File: src/rtl/alu_pipe.sv
// Two-stage pipelined ADD/SUB/AND/XOR ALU with {N,Z,C,V} flags and valid/ready on both sides.
// Define ALU_SATURATE_EN to clamp overflowing ADD/SUB to the signed range instead of wrapping.
module alu_pipe #(
  parameter int WIDTH = 64
) (
  input  logic             clk,
  input  logic             rst_n,
  input  logic             in_valid,
  output logic             in_ready,
  input  logic [1:0]       mode,
  input  logic [WIDTH-1:0] a,
  input  logic [WIDTH-1:0] b,
  output logic             out_valid,
  input  logic             out_ready,
  output logic [WIDTH-1:0] result,
  output logic [3:0]       flags
);

  localparam logic [1:0] OP_ADD = 2'b00;
  localparam logic [1:0] OP_SUB = 2'b01;
  localparam logic [1:0] OP_AND = 2'b10;
  localparam logic [1:0] OP_XOR = 2'b11;

`ifdef ALU_SATURATE_EN
  // The overflow direction follows the sign of a for both ADD and SUB.
  function automatic logic [WIDTH-1:0] saturate(input logic [WIDTH-1:0] r,
                                                input logic ovf,
                                                input logic a_neg);
    logic [WIDTH-1:0] s;
    s = r;
    if (ovf) begin
      s = a_neg ? {1'b1, {(WIDTH-1){1'b0}}} : {1'b0, {(WIDTH-1){1'b1}}};
    end
    return s;
  endfunction
`endif

  // Returns {result, N, Z, C, V}; C on SUB is a borrow (a < b unsigned).
  function automatic logic [WIDTH+3:0] alu_eval(input logic [1:0] op,
                                                input logic signed [WIDTH-1:0] x,
                                                input logic signed [WIDTH-1:0] y);
    logic [WIDTH:0]   ext;
    logic [WIDTH-1:0] r;
    logic             c;
    logic             v;
    ext = '0;
    r   = '0;
    c   = 1'b0;
    v   = 1'b0;
    case (op)
      OP_ADD: begin
        ext = {1'b0, x} + {1'b0, y};
        r   = ext[WIDTH-1:0];
        c   = ext[WIDTH];
        v   = (x[WIDTH-1] == y[WIDTH-1]) && (r[WIDTH-1] != x[WIDTH-1]);
      end
      OP_SUB: begin
        ext = {1'b0, x} + {1'b0, ~y} + {{WIDTH{1'b0}}, 1'b1};
        r   = ext[WIDTH-1:0];
        c   = ~ext[WIDTH];
        v   = (x[WIDTH-1] != y[WIDTH-1]) && (r[WIDTH-1] != x[WIDTH-1]);
      end
      OP_AND: r = x & y;
      OP_XOR: r = x ^ y;
      default: r = '0;
    endcase
`ifdef ALU_SATURATE_EN
    r = saturate(r, v, x[WIDTH-1]);
`endif
    return {r, r[WIDTH-1], (r == '0), c, v};
  endfunction

  logic                    vld_p1_q, vld_p1_d;
  logic [1:0]              mode_p1_q, mode_p1_d;
  logic signed [WIDTH-1:0] a_p1_q, a_p1_d;
  logic signed [WIDTH-1:0] b_p1_q, b_p1_d;
  logic                    vld_p2_q, vld_p2_d;
  logic [WIDTH-1:0]        result_p2_q, result_p2_d;
  logic [3:0]              flags_p2_q, flags_p2_d;
  logic [WIDTH+3:0]        eval_p1;
  logic                    s2_load;
  logic                    s1_adv;
  logic                    s1_load;

  always_comb begin
    s2_load  = !vld_p2_q || out_ready;
    s1_adv   = vld_p1_q && s2_load;
    in_ready = !vld_p1_q || s2_load;
    s1_load  = in_valid && in_ready;
  end

  // Stage p1: operand capture
  always_comb begin
    vld_p1_d  = vld_p1_q;
    mode_p1_d = mode_p1_q;
    a_p1_d    = a_p1_q;
    b_p1_d    = b_p1_q;
    if (in_ready) begin
      vld_p1_d = in_valid;
    end
    if (s1_load) begin
      mode_p1_d = mode;
      a_p1_d    = a;
      b_p1_d    = b;
    end
  end

  // Stage p2: compute and hold result/flags until the consumer takes them
  always_comb begin
    eval_p1     = alu_eval(mode_p1_q, a_p1_q, b_p1_q);
    vld_p2_d    = vld_p2_q;
    result_p2_d = result_p2_q;
    flags_p2_d  = flags_p2_q;
    if (s2_load) begin
      vld_p2_d = vld_p1_q;
    end
    if (s1_adv) begin
      result_p2_d = eval_p1[WIDTH+3:4];
      flags_p2_d  = eval_p1[3:0];
    end
  end

  always_ff @(posedge clk or negedge rst_n) begin
    if (!rst_n) begin
      vld_p1_q    <= 1'b0;
      vld_p2_q    <= 1'b0;
      result_p2_q <= '0;
      flags_p2_q  <= '0;
    end else begin
      vld_p1_q    <= vld_p1_d;
      vld_p2_q    <= vld_p2_d;
      result_p2_q <= result_p2_d;
      flags_p2_q  <= flags_p2_d;
    end
  end

  // Operand registers are qualified by vld_p1_q, so they need no reset.
  always_ff @(posedge clk) begin
    mode_p1_q <= mode_p1_d;
    a_p1_q    <= a_p1_d;
    b_p1_q    <= b_p1_d;
  end

  assign out_valid = vld_p2_q;
  assign result    = result_p2_q;
  assign flags     = flags_p2_q;

endmodule
File: config.mk
export PLATFORM = sky130hd
export DESIGN_NAME = alu_pipe
export DESIGN_NICKNAME = d
export VERILOG_FILES = /design/src/rtl/alu_pipe.sv
export SDC_FILE = /design/constraint.sdc
export NUM_CORES = 1
export LEC_CHECK = 0
export ABC_AREA = 1
export BUFFER_PORTS_ARGS = -buffer_cell sky130_fd_sc_hd__buf_2
export CORE_MARGIN = 2
export CORE_UTILIZATION = 24
export DETAILED_ROUTE_END_ITERATION = 8
export PLACE_DENSITY = 0.43
export SLEW_MARGIN = 20
export SYNTH_ARGS = -nofsm -noshare
export SYNTH_HDL_FRONTEND = slang
export SYNTH_SLANG_ARGS = --single-unit
File: constraint.sdc
create_clock -name clk -period 4.2 [get_ports clk]
set_input_delay 0.84 -clock clk [delete_from_list [all_inputs] [get_ports clk]]
set_output_delay 0.84 -clock clk [all_outputs]
set_load 0.01 [all_outputs]
## Yosys cells after proc, flatten, opt, wreduce, memory -nomap -nowiden

Index checks and enable logic that the tools add are counted.

- Multiplexer cells: 3
- Add/subtract/negate cells: 3
- Reduce and logical (&&, ||, !) cells: 10
- Bitwise logic cells: 4
- Eq/ne operators: 7

Operator list:

| kind | count |
|---|---|
| one-hot mux 64 bit (4 select lines) | 1 |
| adder 64 x 64 -> 65 bit | 2 |
| adder 65 x 1 -> 65 bit, second input constant | 1 |
| AND 64 bit | 1 |
| logical NOT 64 bit | 1 |
| inverter 64 bit | 1 |
| XOR 64 bit | 1 |
| == test 2 bit, second input constant | 2 |
| logical AND 1 bit | 4 |
| one-hot mux 1 bit (2 select lines) | 2 |
| inequality test 1 bit | 3 |
| == test 2 x 1 -> 1 bit, second input constant | 1 |
| logical NOT 1 bit | 2 |
| logical NOT 2 bit | 1 |
| logical OR 1 bit | 2 |
| == test 1 bit | 1 |
| inverter 1 bit | 1 |

- Bits of input ports: 134
- Word-level logic and storage cells: 34
- Output and inout port bits: 70
- Bits in registers: 200

## Longest topological paths before layout

- Depth after elaboration: 6
- Mapped depth: 26
- Gate-level depth less buffers: 25

## Least setup slack after synthesis

Ideal clock, no wire load.

- Path type: input to register
- Start point: in out_ready
- End point: reg a_p1_q[0], enable pin
- Setup time: 0.483 ns
- Data required time: 3.717 ns
- Buffers on the path: 0
- Cell stages on the path: 4
- Data arrival time: 3.643 ns
- Path slack: 0.074 ns
- Cells stage by stage: inv_1 -> nand3_1 -> nand2_1 -> inv_1

- Cells in the longest elaborated chain, start to end: 3

Ends and longest elaborated chain:

| item | RTL line | RTL |
|---|---|---|
| from (decl) | 14 | `input logic out_ready,` |
| logical OR 1 bit | 86 | `s2_load = !vld_p2_q \|\| out_ready;` |
| logical OR 1 bit | 88 | `in_ready = !vld_p1_q \|\| s2_load;` |
| named net in_ready | 9 | `output logic in_ready,` |
| logical AND 1 bit | 89 | `s1_load = in_valid && in_ready;` |
| named net s1_load | 83 | `logic s1_load;` |
| to (signal assigned) | 140 | `a_p1_q <= a_p1_d;` |
| to (decl) | 75 | `logic signed [WIDTH-1:0] a_p1_q, a_p1_d;` |

The timed path passes the listed nets, and every way through them passes these cells.
A chain may end at the register's enable or synchronous reset.

## Worst setup path after layout

- Start point: reg a_p1_q[10]
- End point: reg flags_p2_q[2], in the netlist flags[2]

- Cells in the longest elaborated chain, start to end: 4
- Elaborated cells on any way between the ends: 7
- Those cells by class: add/sub (3); mux (1); bitwise (2); reduce/logical (1)

Ends and longest elaborated chain:

| item | RTL line | RTL |
|---|---|---|
| adder 64 x 64 -> 65 bit | 58 | `ext = {1'b0, x} + {1'b0, ~y} + {{WIDTH{1'b0}}, 1'b1};` |
| adder 65 x 1 -> 65 bit | 58 |  |
| one-hot mux 64 bit (4 select lines) * | 50 | `case (op)` |
| logical NOT 64 bit * | 70 | `return {r, r[WIDTH-1], (r == '0), c, v};` |
| to (signal assigned) | 133 | `flags_p2_q <= flags_p2_d;` |
| to (decl) | 79 | `logic [3:0] flags_p2_q, flags_p2_d;` |

Every way passes the cells marked *; elsewhere a longest branch is shown, timed or not.

==> summary.md <==
| Metric | Value |
|---|---|
| Async SR Flop Fraction | 34.67% |
| Most used cell, CP | nand2_1 |
| Fmax | 267.9 MHz |
| Row Count | 107 |
| Worst path cell trace | ha_1 > nand2_2 > nor2_1 > buf_4 > nand2_1 > nor2_1 > nand2_1 > nand3b_2 > nand2_1 > nand2_1 > nand2_1 > nand3_1 > nand2_1 > nor2_1 > nand2_1 > nor2_1 > nand3_1 > nor2_1 > nand2_1 > nand2_1 |
| Cells after Synth | 3364 |
| Ports | 204 |
| Slowest CP cell | ha_1 |
| Worst-path clk slew | 90 ps |
| Power density cells | 342.7 mW/mm^2 |
| Initial antenna violation count | 1 |
| Setup CP Type | reg2reg |
| Flop pwr share | 32.4% |
| Min Tclk post-route | 3733 ps |
| Hold Slack | 440.9 ps |
| Syn_nets | 3629 |
| Total global routing overflow | 0 |
| Largest net degree at the start of global routing | 81 |
| Critical Path RT | 4670 ps |
| Setup Fix Bufs, Post-CTS | 0 |
| DR DRC count | 0 |
| GR peak layer | met2 |
| Final setup vio count | 0 |
| Commonest non-fill, non-tap cell in the layout | nand2_1 |
| CP Capture Type | flop |
| Slew Viols, Final | 0 |
| Vias in the first global route | 20629 |
| GPL Wtd Cong | 0.9790 |
| Synthesized area | 0.02055 mm^2 |
| Tot GR Track Use | 23.15% |
| Slowest stage delay, CP | 550 ps |
| HP Class | in2async |
| Total power | 7.990 mW |
| Tcrit/Tclk final | 88.88% |
| Post-synthesis cell type count | 45 |
| Switching Power | 3.760 mW |
| Starting density of the core | 24.18% |
| Max cap viols | 0 |
| Core Region | 0.08501 mm^2 |
| Combinational cell fraction of total power | 45.9% |
| CTS tree | built |
| Clock buffer depth | 2 |
| Die width | 296.7 um |
| Final WL | 102100 um |
| Clock network fraction of total power | 21.7% |
| Met1 Resource Use GR | 34.33% |
| Num CTS Buffers | 17 |
| Slew at the pin closest to its max-slew limit | 990.2 ps |
| Clk_lat worst skew | 530 ps |
| Worst vdd ir | 344.9 uV |
| Post-synth EDFFs | 130 |
| RR Endpoint | flags[2] |
| Die area | 0.08800 mm^2 |
| Nets | 3796 |
| GR Util met2 | 35.80% |
| Fin Setup TNS | 0 ps |
| RSZ-0062 raised after global routing | false |
| Switching Fraction | 47.06% |
| Cell-internal power | 4.230 mW |
| Final hold violation count | 0 |
| # hold bufs at CTS | 0 |
| Area growth syn-to-layout | 13.42% |
| H-Tree Level Count | 4 |
| Via count | 21785 |
| Main synth FF type | edfxtp_1 |
| Worst Path Max Fanout | 11 |
| Number of vias per cell | 4.647 |
| Pre-Repair DR Iteration Count | 6 |
| Crit path DAT | 4200 ps |
| Setup slack, reg-to-reg | 470 ps |
| Antenna Cells | 0 |
| Share of cells above drive strength 1 | 11.29% |
| #FFs+latches synth | 199 |
| Sequential element share of the synthesized area | 27.39% |
| Worst setup path end | flags[2] |
| Non-Filler Instances | 4688 |
| TritonCTS sink count | 199 |
| Drt wl/cell | 21.77 um |
| Slew HR | 33.99% |
| Root buf cell | clkbuf_16 |
| Status | complete, no violations |
| Cells on worst reg2reg path | 20 |
| Syn avg cell area | 6.110 um^2 |
| Cell Count Post-Placement | 4656 |
| Worst Skew | 15.96 ps |
| Met3 usage | 2.144% |
| First-pass GRT wire length | 144600 um |
| Syn. warnings | 0 |
| R2r startpoint | a_p1_q[10] |
| Crit start category | flop |
| Post-cts sizing count | 0 |
| LEAKAGE | 12.50 nW |
| Most frequent cells in the layout | nand2_1, inv_1, nor2_1 |
| ANT nets after route | 0 |
| DP HPWL | 86290 um |
| Height of the die | 296.7 um |
| Worst Setup SP | a_p1_q[10] |
| Port bufs | 203 |
| 1st-iter DRT viols | 2407 |
-- kinds of logic after synthesis --
group           Yosys count  synth area share (%)
fa+ha+maj               131                 8.047
compound gates          382                 10.54
flops                   199                 27.39
simple gates           1870                 38.20
buf+inv                 781                 15.78
xor+xnor                  1               0.04262
-- flip-flops by register name, summed over array words and instances, names as in the netlist --
name       count
a_p1_q        64
b_p1_q        64
result        64
flags          3
mode_p1_q      2
out_valid      1
vld_p1_q       1
-- final cells by class --
class	instances	area, um^2
clock buffer	17	425.4
clock inverter	15	156.4
fill	9808	61700
inverter	680	2557
multi-input combinational	2384	11700
sequential	199	5630
tap	1144	1431
timing repair buffer	249	1414
-- layer usage --
layer / part of all wire [%] / vias up
li1: - / 10774
met1: 49 / 10178
met2: 43 / 738
met3: 5.9 / 95
met4: 2.1 / 0
met5: 0 / -
-- power by group through the flow --
| stage | registers [mW] | logic [mW] | clock network (mW) |
|---|---|---|---|
| finish | 2.59 | 3.67 | 1.73 |
| global route | 2.63 | 4.00 | 1.89 |
| CTS | 2.60 | 3.62 | 1.82 |
| detailed placement | 2.64 | 3.61 | 0 |
| global placement | 2.64 | 3.62 | 0 |
| floorplan | 2.68 | 2.07 | 0 |
-- through the flow --
| stage | util, % | cell area, um^2 | worst slack [ps] |
|---|---|---|---|
| 2_1_floorplan | - | 20550 | 73.72 |
| 3_3_place_gp | 26.74 | 22730 | 533.3 |
| 3_5_place_dp | 26.74 | 22730 | 593.7 |
| 4_1_cts | 27.42 | 23310 | 555.6 |
| 5_1_grt | 27.42 | 23310 | 133.1 |
| 6_report | 27.42 | 23310 | 467.2 |
-- how the worst min path moves through the flow --
stage | startpoint | to | slack, ps | cells past startpoint
6_report | rst_n | result[8] | 440 | 1
5_1_grt | a[8] | a_p1_q[8] | 450 | 1
4_1_cts | b[28] | b_p1_q[28] | 430 | 1
3_5_place_dp | result[28] | result[28] | 460 | 2
3_3_place_gp | result[27] | result[27] | 460 | 2
2_1_floorplan | vld_p1_q | out_valid | 450 | 2
-- synth_stat cells, drive strengths merged (2+ instances only) --
| master | count | area (um^2) |
|---|---|---|
| nand2 | 1198 | 4564 |
| inv | 679 | 2549 |
| nor2 | 335 | 1415 |
| nand3 | 257 | 1346 |
| a21oi | 151 | 785.8 |
| o21ai | 135 | 675.7 |
| edfxtp | 130 | 3904 |
| ha | 129 | 1614 |
| buf | 77 | 600.6 |
| dfrtp | 69 | 1727 |
| nand4 | 37 | 231.5 |
| o22ai | 35 | 219.0 |
| nor3 | 26 | 170.2 |
| clkbuf | 24 | 90.09 |
| o21bai | 22 | 165.2 |
| a221oi | 21 | 183.9 |
| nand3b | 12 | 93.84 |
| a21boi | 4 | 33.78 |
| a21o | 4 | 30.03 |
| o21a | 4 | 30.03 |
| a31oi | 3 | 18.77 |
| and2 | 2 | 12.51 |
| and3 | 2 | 12.51 |
| fa | 2 | 40.04 |
-- worst max-delay path, delay by kind of cell, from the launching register on --
family        cells  cell delay, ps
buf+inv           1             240
simple gates     18            2480
fa+ha+maj         1             550
flops             1             400
Note: power is estimated with default switching activity, not from simulation.
